**config.mk**
```make
export PLATFORM = sky130hd
export DESIGN_NAME = game_time_display
export DESIGN_NICKNAME = d
export VERILOG_FILES = /design/src/rtl/game_display_pkg.sv /design/src/rtl/seg7_encode.sv /design/src/rtl/game_time_display.sv
export SDC_FILE = /design/constraint.sdc
export NUM_CORES = 1
export LEC_CHECK = 0
export BUFFER_PORTS_ARGS = -buffer_cell sky130_fd_sc_hd__buf_2
export CORE_MARGIN = 1.5
export CORE_UTILIZATION = 40
export CTS_CLUSTER_DIAMETER = 80
export DETAILED_ROUTE_END_ITERATION = 8
export HOLD_SLACK_MARGIN = 0.05
export PLACE_DENSITY = 0.58
export SYNTH_ARGS = -nofsm -noshare
export SYNTH_HDL_FRONTEND = slang
export SYNTH_HIERARCHICAL = 1
export SYNTH_SLANG_ARGS = --single-unit
```
**constraint.sdc**
```tcl
create_clock -name CLOCK10M -period 2.66 [get_ports CLOCK10M]
set_input_delay 0.266 -clock CLOCK10M [delete_from_list [all_inputs] [get_ports CLOCK10M]]
set_output_delay 0.266 -clock CLOCK10M [all_outputs]
set_load 0.03 [all_outputs]
```
**src/rtl/game_display_pkg.sv**
```systemverilog
// Shared types and constants for the game timer readout: FSM states,
// active-high 7-segment glyphs (bit0 = a ... bit6 = g) and the encoder helper.
package game_display_pkg;

  typedef enum logic [1:0] {
    IDLE  = 2'd0,
    SHIFT = 2'd1,
    DONE  = 2'd2
  } state_t;

  localparam logic [6:0] SEG_0     = 7'b0111111;
  localparam logic [6:0] SEG_1     = 7'b0000110;
  localparam logic [6:0] SEG_2     = 7'b1011011;
  localparam logic [6:0] SEG_3     = 7'b1001111;
  localparam logic [6:0] SEG_4     = 7'b1100110;
  localparam logic [6:0] SEG_5     = 7'b1101101;
  localparam logic [6:0] SEG_6     = 7'b1111101;
  localparam logic [6:0] SEG_7     = 7'b0000111;
  localparam logic [6:0] SEG_8     = 7'b1111111;
  localparam logic [6:0] SEG_9     = 7'b1101111;
  localparam logic [6:0] SEG_BLANK = 7'b0000000;

  localparam logic [3:0] ADD3_THRESH = 4'd5;

  // Nibble plus blank flag to segment pattern; non-decimal nibbles show blank.
  function automatic logic [6:0] seg_pattern(input logic [3:0] nib,
                                             input logic       blank,
                                             input logic       active_low);
    logic [6:0] pat;
    case (nib)
      4'd0:    pat = SEG_0;
      4'd1:    pat = SEG_1;
      4'd2:    pat = SEG_2;
      4'd3:    pat = SEG_3;
      4'd4:    pat = SEG_4;
      4'd5:    pat = SEG_5;
      4'd6:    pat = SEG_6;
      4'd7:    pat = SEG_7;
      4'd8:    pat = SEG_8;
      4'd9:    pat = SEG_9;
      default: pat = SEG_BLANK;
    endcase
    if (blank) pat = SEG_BLANK;
    return active_low ? ~pat : pat;
  endfunction

endpackage

```
**src/rtl/seg7_encode.sv**
```systemverilog
// Combinational BCD nibble to 7-segment encoder with blanking and polarity select.
module seg7_encode
  import game_display_pkg::*;
#(
  parameter int unsigned SEG_ACTIVE_LOW = 1
) (
  input  logic [3:0] bcd,
  input  logic       blank,
  output logic [6:0] seg_c
);

  assign seg_c = seg_pattern(bcd, blank, SEG_ACTIVE_LOW != 0);

endmodule

```
**src/rtl/game_time_display.sv**
```systemverilog
// Game timer readout: double-dabble conversion of the tenth-second count into
// BCD digits, with registered BCD and 7-segment outputs updated atomically.
module game_time_display
  import game_display_pkg::*;
#(
  parameter int unsigned COUNT_W        = 10,
  parameter int unsigned DIGITS         = 4,
  parameter int unsigned BLANK_LEADING  = 1,
  parameter int unsigned SEG_ACTIVE_LOW = 1
) (
  input  logic                  CLOCK10M,
  input  logic                  RESET_N,
  input  logic [COUNT_W-1:0]    count_in,
  output logic [4*DIGITS-1:0]   bcd_out,
  output logic [7*DIGITS-1:0]   hex_out,
  output logic                  busy,
  output logic                  update
);

  localparam int unsigned BCD_W = 4 * DIGITS;
  localparam int unsigned SEG_W = 7 * DIGITS;
  localparam int unsigned CNT_W = $clog2(COUNT_W + 1);

  // Display pattern for a count of zero, used as the reset value of hex_out.
  function automatic logic [SEG_W-1:0] hex_reset_f();
    logic [SEG_W-1:0] v;
    v = '0;
    for (int unsigned k = 0; k < DIGITS; k++) begin
      v[7*k +: 7] = seg_pattern(4'd0, (k != 0) && (BLANK_LEADING != 0),
                                SEG_ACTIVE_LOW != 0);
    end
    return v;
  endfunction

  localparam logic [SEG_W-1:0] HEX_RESET = hex_reset_f();

  state_t             state_q, state_d;
  logic [COUNT_W-1:0] last_q, last_d;
  logic [COUNT_W-1:0] shift_q, shift_d;
  logic [BCD_W-1:0]   scratch_q, scratch_d;
  logic [CNT_W-1:0]   iter_q, iter_d;
  logic [BCD_W-1:0]   bcd_d;
  logic [SEG_W-1:0]   hex_d;
  logic               busy_d;
  logic               update_d;

  logic [BCD_W-1:0]   scratch_adj_c;
  logic [DIGITS-1:0]  blank_c;
  logic [SEG_W-1:0]   hex_c;
  logic               lead_zero;

  // Add-3 correction on every nibble that would overflow past 9 when doubled.
  always_comb begin
    scratch_adj_c = scratch_q;
    for (int unsigned i = 0; i < DIGITS; i++) begin
      if (scratch_q[4*i +: 4] >= ADD3_THRESH) begin
        scratch_adj_c[4*i +: 4] = scratch_q[4*i +: 4] + 4'd3;
      end
    end
  end

  // Leading-zero blanking, scanned from the most significant digit down.
  always_comb begin
    lead_zero = (BLANK_LEADING != 0);
    blank_c   = '0;
    for (int i = int'(DIGITS) - 1; i >= 0; i--) begin
      lead_zero  = lead_zero && (scratch_q[4*i +: 4] == 4'd0);
      blank_c[i] = lead_zero && (i != 0);
    end
  end

  for (genvar g = 0; g < DIGITS; g++) begin : g_enc
    seg7_encode #(
      .SEG_ACTIVE_LOW(SEG_ACTIVE_LOW)
    ) u_enc (
      .bcd   (scratch_q[4*g +: 4]),
      .blank (blank_c[g]),
      .seg_c (hex_c[7*g +: 7])
    );
  end

  // Next-state and datapath control.
  always_comb begin
    state_d   = state_q;
    last_d    = last_q;
    shift_d   = shift_q;
    scratch_d = scratch_q;
    iter_d    = iter_q;
    bcd_d     = bcd_out;
    hex_d     = hex_out;
    busy_d    = (state_q != IDLE);
    update_d  = 1'b0;
    case (state_q)
      IDLE: begin
        if (count_in != last_q) begin
          last_d    = count_in;
          shift_d   = count_in;
          scratch_d = '0;
          iter_d    = CNT_W'(COUNT_W);
          busy_d    = 1'b1;
          state_d   = SHIFT;
        end
      end
      SHIFT: begin
        {scratch_d, shift_d} = {scratch_adj_c, shift_q} << 1;
        iter_d               = iter_q - CNT_W'(1);
        if (iter_q == CNT_W'(1)) state_d = DONE;
      end
      DONE: begin
        bcd_d    = scratch_q;
        hex_d    = hex_c;
        update_d = 1'b1;
        state_d  = IDLE;
      end
      default: state_d = IDLE;
    endcase
  end

  always_ff @(posedge CLOCK10M or negedge RESET_N) begin
    if (!RESET_N) begin
      state_q   <= IDLE;
      last_q    <= '0;
      shift_q   <= '0;
      scratch_q <= '0;
      iter_q    <= '0;
      bcd_out   <= '0;
      hex_out   <= HEX_RESET;
      busy      <= 1'b0;
      update    <= 1'b0;
    end else begin
      state_q   <= state_d;
      last_q    <= last_d;
      shift_q   <= shift_d;
      scratch_q <= scratch_d;
      iter_q    <= iter_d;
      bcd_out   <= bcd_d;
      hex_out   <= hex_d;
      busy      <= busy_d;
      update    <= update_d;
    end
  end

endmodule

```
After elaboration in Yosys (flattened, before gate mapping)
Memories as Yosys holds them, arrays and structs flattened.
Cells that the tools add are included.
{"block": "totals", "regBits": 88, "latch_bits": 0, "inputBits": 12, "mem_count": 4, "output_inout_bits": 46, "mem_bits_ro": 448, "mem_bits_rw": 0}
{"name": "(no name shown)", "depth": 16, "word_bits": 7, "read_ports": 1, "rd_ports_with_merged_regs": 0, "wr": 0, "line_no": "game_display_pkg.sv:30", "source": "case (nib)"}
{"name": "(no name shown)", "depth": 16, "word_bits": 7, "read_ports": 1, "rd_ports_with_merged_regs": 0, "wr": 0, "line_no": "game_display_pkg.sv:30"}
{"name": "(no name shown)", "depth": 16, "word_bits": 7, "read_ports": 1, "rd_ports_with_merged_regs": 0, "wr": 0, "line_no": "game_display_pkg.sv:30"}
{"name": "(no name shown)", "depth": 16, "word_bits": 7, "read_ports": 1, "rd_ports_with_merged_regs": 0, "wr": 0, "line_no": "game_display_pkg.sv:30"}
{"block": "classes", "n_mul": 0, "add_sub_neg": 5, "div_mod_pow": 0, "bitwise": 4, "shifts": 0, "reduce_logical": 11, "eq_ne": 6, "n_lt_le_gt_ge": 4, "mux": 19}
{"op": "one-hot mux 16 bit (2 select lines)", "n": 1}
{"op": "inverter 7 bit", "n": 4}
{"op": "2-to-1 mux 7 bit", "n": 3}
{"op": "one-hot mux 10 bit (2 select lines)", "n": 1}
{"op": ">= comparator 4 x 3 -> 1 bit (second input constant)", "n": 4}
{"op": "2-to-1 mux 16 bit", "n": 1}
{"op": "2-to-1 mux 4 bit", "n": 4}
{"op": "adder 4 x 2 -> 4 bit (second input constant)", "n": 3}
{"op": "logical NOT 4 bit", "n": 3}
{"op": "2-to-1 mux 10 bit", "n": 1}
{"op": "!= test 10 bit", "n": 1}
{"op": "one-hot mux 4 bit (2 select lines)", "n": 1}
{"op": "AND reduction 2 bit", "n": 3}
{"op": "equality test 4 x 1 -> 1 bit (second input constant)", "n": 1}
{"op": "2-to-1 mux 2 bit", "n": 2}
{"op": "!= test 2 bit (second input constant)", "n": 2}
{"op": "one-hot mux 2 bit (2 select lines)", "n": 1}
{"op": "nonzero test 2 bit", "n": 2}
{"op": "subtractor 4 x 1 -> 4 bit (second input constant)", "n": 1}
{"op": "adder 3 x 2 -> 3 bit (second input constant)", "n": 1}
{"op": "2-to-1 mux 1 bit", "n": 3}
{"op": "2-to-1 mux 3 bit", "n": 1}
{"op": "equality test 2 x 1 -> 1 bit (second input constant)", "n": 1}
{"op": "equality test 2 bit (second input constant)", "n": 1}
{"op": "2 further kinds", "n": 3}

Longest topological paths before layout
{"block": "logic_depth", "depth_word": 5, "mapped_depth": 8, "mapped_depth_nobuf": 8}

Hierarchy
The synthesis kept the hierarchy.
{"mod": "game_time_display", "seq_area_each_um2": 2229.6, "area_each_um2": 4145.2, "cells_each": 350, "instances": 1}
{"mod": "seg7_encode", "seq_area_each_um2": 0.0, "area_each_um2": 226.5, "cells_each": 31, "instances": 4}

Least setup slack after synthesis
No wires, ideal clock.
{"block": "synth_path", "path_type": "register to register", "from": "register scratch_q[13]", "to": "register hex_out[12]", "setup_slack_ns": 0.241, "required_ns": 2.600, "stages_incl_launch_ff": 9, "arrival_time_ns": 2.360, "path_buffers": 0, "period_less_slack_ns": 2.419, "setup_ns": 0.060, "cell_sequence": "dfrtp_1 -> inv_1 -> ha_1 -> nor3b_1 -> and3_1 -> and3_1 -> nor2_1 -> a21oi_1 -> mux2_2"}
{"block": "synth_between", "elab_chain_cells": 5}
{"element": "start: declaration", "line_no": "game_time_display.sv:40", "source": "logic [BCD_W-1:0] scratch_q, scratch_d;"}
{"element": "start signal: assignment", "line_no": "game_time_display.sv:134", "source": "scratch_q <= scratch_d;"}
{"element": "logical NOT 4 bit", "line_no": "game_time_display.sv:67", "source": "lead_zero = lead_zero && (scratch_q[4*i +: 4] == 4'd0);"}
{"element": "named net blank_c[3]", "line_no": "game_time_display.sv:48", "source": "logic [DIGITS-1:0] blank_c;"}
{"element": "logical AND 1 bit", "line_no": "game_time_display.sv:67"}
{"element": "named net blank_c[2]", "line_no": "game_time_display.sv:48"}
{"element": "logical AND 1 bit", "line_no": "game_time_display.sv:67"}
{"element": "named net blank_c[1]", "line_no": "game_time_display.sv:48"}
{"element": "2-to-1 mux 7 bit", "line_no": "game_display_pkg.sv:43", "source": "if (blank) pat = SEG_BLANK;"}
{"element": "inverter 7 bit", "line_no": "game_display_pkg.sv:44", "source": "return active_low ? ~pat : pat;"}
{"element": "named net hex_c[12]", "line_no": "game_time_display.sv:49", "source": "logic [SEG_W-1:0] hex_c;"}
{"element": "end signal: assignment", "line_no": "game_time_display.sv:127", "source": "hex_out <= HEX_RESET;"}
{"element": "end signal: assignment", "line_no": "game_time_display.sv:137", "source": "hex_out <= hex_d;"}
{"element": "end: declaration", "line_no": "game_time_display.sv:15", "source": "output logic [7*DIGITS-1:0] hex_out,"}
The timed path passes the listed nets, and every way through them passes these cells.
A chain may end at the register's enable or synchronous reset.

Final worst setup path
Ends and elaborated chain as after synthesis.

==> reports/metrics.sh <==
MAXIMUM_NUMBER_OF_PINS_ON_ONE_NET_BEFORE_GLOBAL_ROUTE_REPAIR=47
IR_DROP_uV=481
CLOCK_TRANSITION_AT_THE_REGISTERS_OF_THE_REPORTED_PATHS_NS=0.07
YOSYS_REGISTER_BITS=88
PLACED_CELLS_INCL_TAPS=695
CPPEAKSTAGEDELAY_NS=0.48
AREA_GROWTH_SYN_TO_FIN_PCT=16.1
DRIVE_GT1_SHARE_PCT=33.3
SYNTH.YOSYS.SEQ_AREA_SHARE_PCT=44.1
SYNTH_EDF_COUNT=0
SYNTHARSTFLOPSHARE_PCT=100
SETUP.WORST_PATH.START_CLASS='flop'
CPMAXSTAGEDELAYCELL='sky130_fd_sc_hd__dfrtp_1'
FP.DIEH_UM=115
FINALWEIGHTEDCONGESTION=0.818
WIRE_PER_INST_UM=14.0
DETAILEDROUTE.FIRSTITERATIONVIOLATIONS=146
NUM_VIAS=3609
HOLD_PATH_DEPTH=3
CRITPATHTOPFAMILY='simple AND/OR/NAND/NOR gates'
CORE_AREA_UM2=12200
DPL.HPWL_MM=6.85
FINALNONFILLERCELLS=712
HOLD-PATH-ENDPOINT='last_q[5]'
LEAKAGEPOWER_nW=2.62
REG2REGPATHDEPTH=8
CTS_TREE='built'
WORST_SETUP_PATH_END_KIND='flop'
FLOORPLAN.DIE.WIDTH_UM=115
FINALCRITPERIODSHARE_PCT=91.7
DETAILEDROUTE.FIRSTPASSITERATIONCOUNT=5
TIMING.FINAL.HOLD_VIOLATIONS=0
SYNTH_WARNINGS=6
CTS_REPAIR_RESIZE_COUNT=0
POST-ROUTE-UTIL_PCT=48.2
SYNTH_TOP_AREA_SHARE_PCT=32.7
TIMING.CRITICAL_PATH.MODE_CELL='sky130_fd_sc_hd__and3_1'
MIN_FROM='count_in[5]'
SETUP_VIOLATING_ENDPOINT_COUNT_IN_THE_FINAL_REPORT=0
SYN_AVG_CELL_AREA_UM2=10.7
POST-SYNTH-TOP-AREA-CELL='sky130_fd_sc_hd__dfrtp_1'
VIA_PER_INST=5.07
FINAL_MAX_SLEW_VIOL_COUNT=0
ARRIVAL_NS=2.73
WORSTPATHBUFFERINVERTERCOUNT=1
I_O_PINS=58
SYNTHMOSTINSTANTIATEDCELL='sky130_fd_sc_hd__dfrtp_1'
WORST_R2R_STARTPOINT='scratch_q[13]'
TOP_LAYER_USED='met4'
DRT_DRC_VIOLATIONS_LEFT=0
OVERFLOW=0
MET1WIRELENGTH_MM=5.04
PLACE.PORT_BUFFERS=57
HOLD_CLASS='in -> reg'
FINALCRITICALPERIOD_NS=2.44
CELLS_ALONG_THE_CRITICAL_PATH='inv_1 > ha_1 > nor3b_1 > and3_1 > and3_1 > nor2_1 > a21oi_1 > mux2_2'
CLK-INSERTION-DELAY-LATE_NS=0.35
ROUTED-WL-MET2_MM=4.49
YS_TOP_CELLS_BY_COUNT='sky130_fd_sc_hd__dfrtp_1 (66), sky130_fd_sc_hd__mux2_2 (48), sky130_fd_sc_hd__nand2_1 (46)'
ROUTED-WL-MET3_UM=247
NUMBER_OF_ANTENNA_VIOLATIONS_AT_THE_FIRST_CHECK_IN_GLOBAL_ROUTING=0
CRIT_TYPE='reg -> reg'
CLOCK_PATH_BUFFERS=2
FIN_WORST_SKEW_NS=0.00745
WORST_EP_REQUIRED_TIME_NS=2.95
TNS_NS=0
YOSYS.CELL_TYPES.COUNT=45
R2R_SLACK_NS=0.22
SYNTH_CELLS=474
SYNTH_TOP_FLOP_CELL='sky130_fd_sc_hd__dfrtp_1'
MAX-SLEW-MARGIN-REL_PCT=35.3
CTS_ROOT_BUF='sky130_fd_sc_hd__clkbuf_16'
GRT_USE_TOTAL_PCT=16.2
ROUTE.FINAL.WIRE_LENGTH_MM=9.95
HTREE_NUM_LEVELS=3
NETLIST_TOP_CELLS_AREA='sky130_fd_sc_hd__dfrtp_1 (33%), sky130_fd_sc_hd__dfstp_2 (11%), sky130_fd_sc_hd__mux2_2 (11%)'
NUMCTSBUFFERS=9
WORST-PATH-MAX-FANOUT=9
DIE-AREA_UM2=13300
ROW_COUNT=40
STATUS='complete, no violations'
FINALINSTANCEAREA_UM2=5870
HOLDBUFCOUNTCTS=1
GRT_PASS1_VIAS=3428
CRIT-REG2REG-CAPTURE='hex_out[12]'
ANT_NETS=0
START_UTIL_PCT=41.5
MAX_FREQ_MHz=410
N_ANTENNA_CELL=0
CTS_SETUP_BUFFERS=0
WORST_SLEW_PIN_SLEW_NS=0.968
DETAILED_PLACE.AREA_UM2=5550
FINISH.NET_COUNT=583
CLKSINKCOUNT=88
TIMING.MAX_CAP.VIOLATIONS=0
RSZ0062_AT_GRT='no'
POWER_PER_CELL_AREA_nW_PER_UM2=1320
GRT_PASS1_WL_MM=16.9
CELL_AREA_AFTER_SYNTHESIS_UM2=5050
==> power by group <==
group	total [mW]	switching, mW	internal, mW
clock	1.31	0.570	0.740
combinational	3.75	2.14	1.61
sequential	2.69	0.644	2.05
total	7.75	3.36	4.40
==> kinds of logic (layout without fill, tap and decap cells) <==
group | Yosys count | count (layout) | share of synthesized area, %
flip-flops | 88 | 88 | 44.1
adder cells (fa/ha/maj) | 32 | 32 | 7.93
XOR/XNOR | 20 | 20 | 3.62
AND/OR/NAND/NOR | 126 | 126 | 14.1
AO/OA/AOI/OAI | 103 | 103 | 14.0
multiplexers | 50 | 50 | 11.3
other | 1 | 7 | 0.0742
buffers and inverters | 54 | 118 | 4.81
==> sequential cells by signal, indices dropped and copies added, names as in the netlist <==
| signal | cells |
|---|---|
| bcd_out | 16 |
| busy | 1 |
| hex_out | 28 |
| iter_q | 4 |
| last_q | 10 |
| scratch_q | 16 |
| shift_q | 10 |
| state_q | 2 |
| update | 1 |
==> worst register-to-register path, cell delays in order, from the launching register on <==
cell and delay, ns:
sky130_fd_sc_hd__dfrtp_1 0.48, sky130_fd_sc_hd__inv_1 0.14, sky130_fd_sc_hd__ha_1 0.22, sky130_fd_sc_hd__nor3b_1 0.25
sky130_fd_sc_hd__and3_1 0.41, sky130_fd_sc_hd__and3_1 0.39, sky130_fd_sc_hd__nor2_1 0.13, sky130_fd_sc_hd__a21oi_1 0.20
sky130_fd_sc_hd__mux2_2 0.17
==> cells in the final DEF (no fill, tap or decap), types with 14 or more instances in the layout <==
master                     Yosys  layout
sky130_fd_sc_hd__ha_1         32      32
sky130_fd_sc_hd__dfstp_2      22      22
sky130_fd_sc_hd__o311ai_0     16      16
sky130_fd_sc_hd__nand2_1      46      46
sky130_fd_sc_hd__a21oi_1      26      26
sky130_fd_sc_hd__o22ai_1      19      19
sky130_fd_sc_hd__buf_2         8      56
sky130_fd_sc_hd__inv_1        34      34
sky130_fd_sc_hd__nand2b_1     17      17
sky130_fd_sc_hd__xnor2_1      14      14
sky130_fd_sc_hd__nor2_1       18      18
sky130_fd_sc_hd__mux2_2       48      48
sky130_fd_sc_hd__dfrtp_1      66      66
==> worst max-delay path by stage <==
stage | from | to | cells past startpoint
after floorplan | scratch_q[13] | hex_out[12] | 8
after global placement | scratch_q[13] | hex_out[12] | 8
after detailed placement | scratch_q[13] | hex_out[13] | 8
after CTS | scratch_q[13] | hex_out[12] | 8
after global routing | scratch_q[13] | hex_out[13] | 8
final | scratch_q[13] | hex_out[12] | 8
==> layer usage <==
| layer | up-vias | global-route usage [%] |
|---|---|---|
| li1 | 1796 | - |
| met1 | 1753 | 23.1 |
| met2 | 48 | 24.5 |
| met3 | 12 | 2.37 |
| met4 | 0 | 7.41 |
| met5 | - | 0 |
==> through the flow <==
| stage | hold WS [ns] | worst slack (ns) | power [mW] |
|---|---|---|---|
| 6_report | 0.151 | 0.222 | 7.75 |
| 5_1_grt | 0.146 | 0.0140 | 8.42 |
| 4_1_cts | 0.138 | 0.207 | 7.84 |
| 3_5_place_dp | 0.326 | 0.218 | 6.49 |
| 3_3_place_gp | 0.317 | 0.367 | 6.37 |
| 2_1_floorplan | -0.0296 | 0.241 | 5.54 |
==> area by class of cell <==
class                   instances  area (um^2)
fillers                      1137         6300
multi-input cells             338         2610
flip-flops and latches         88         2230
repair buffers                 68          385
clock buffers                   9          225
well taps                     168          210
inverters                      34          128
clock inverters                 7         78.8
(Power assumes the default switching activity.)
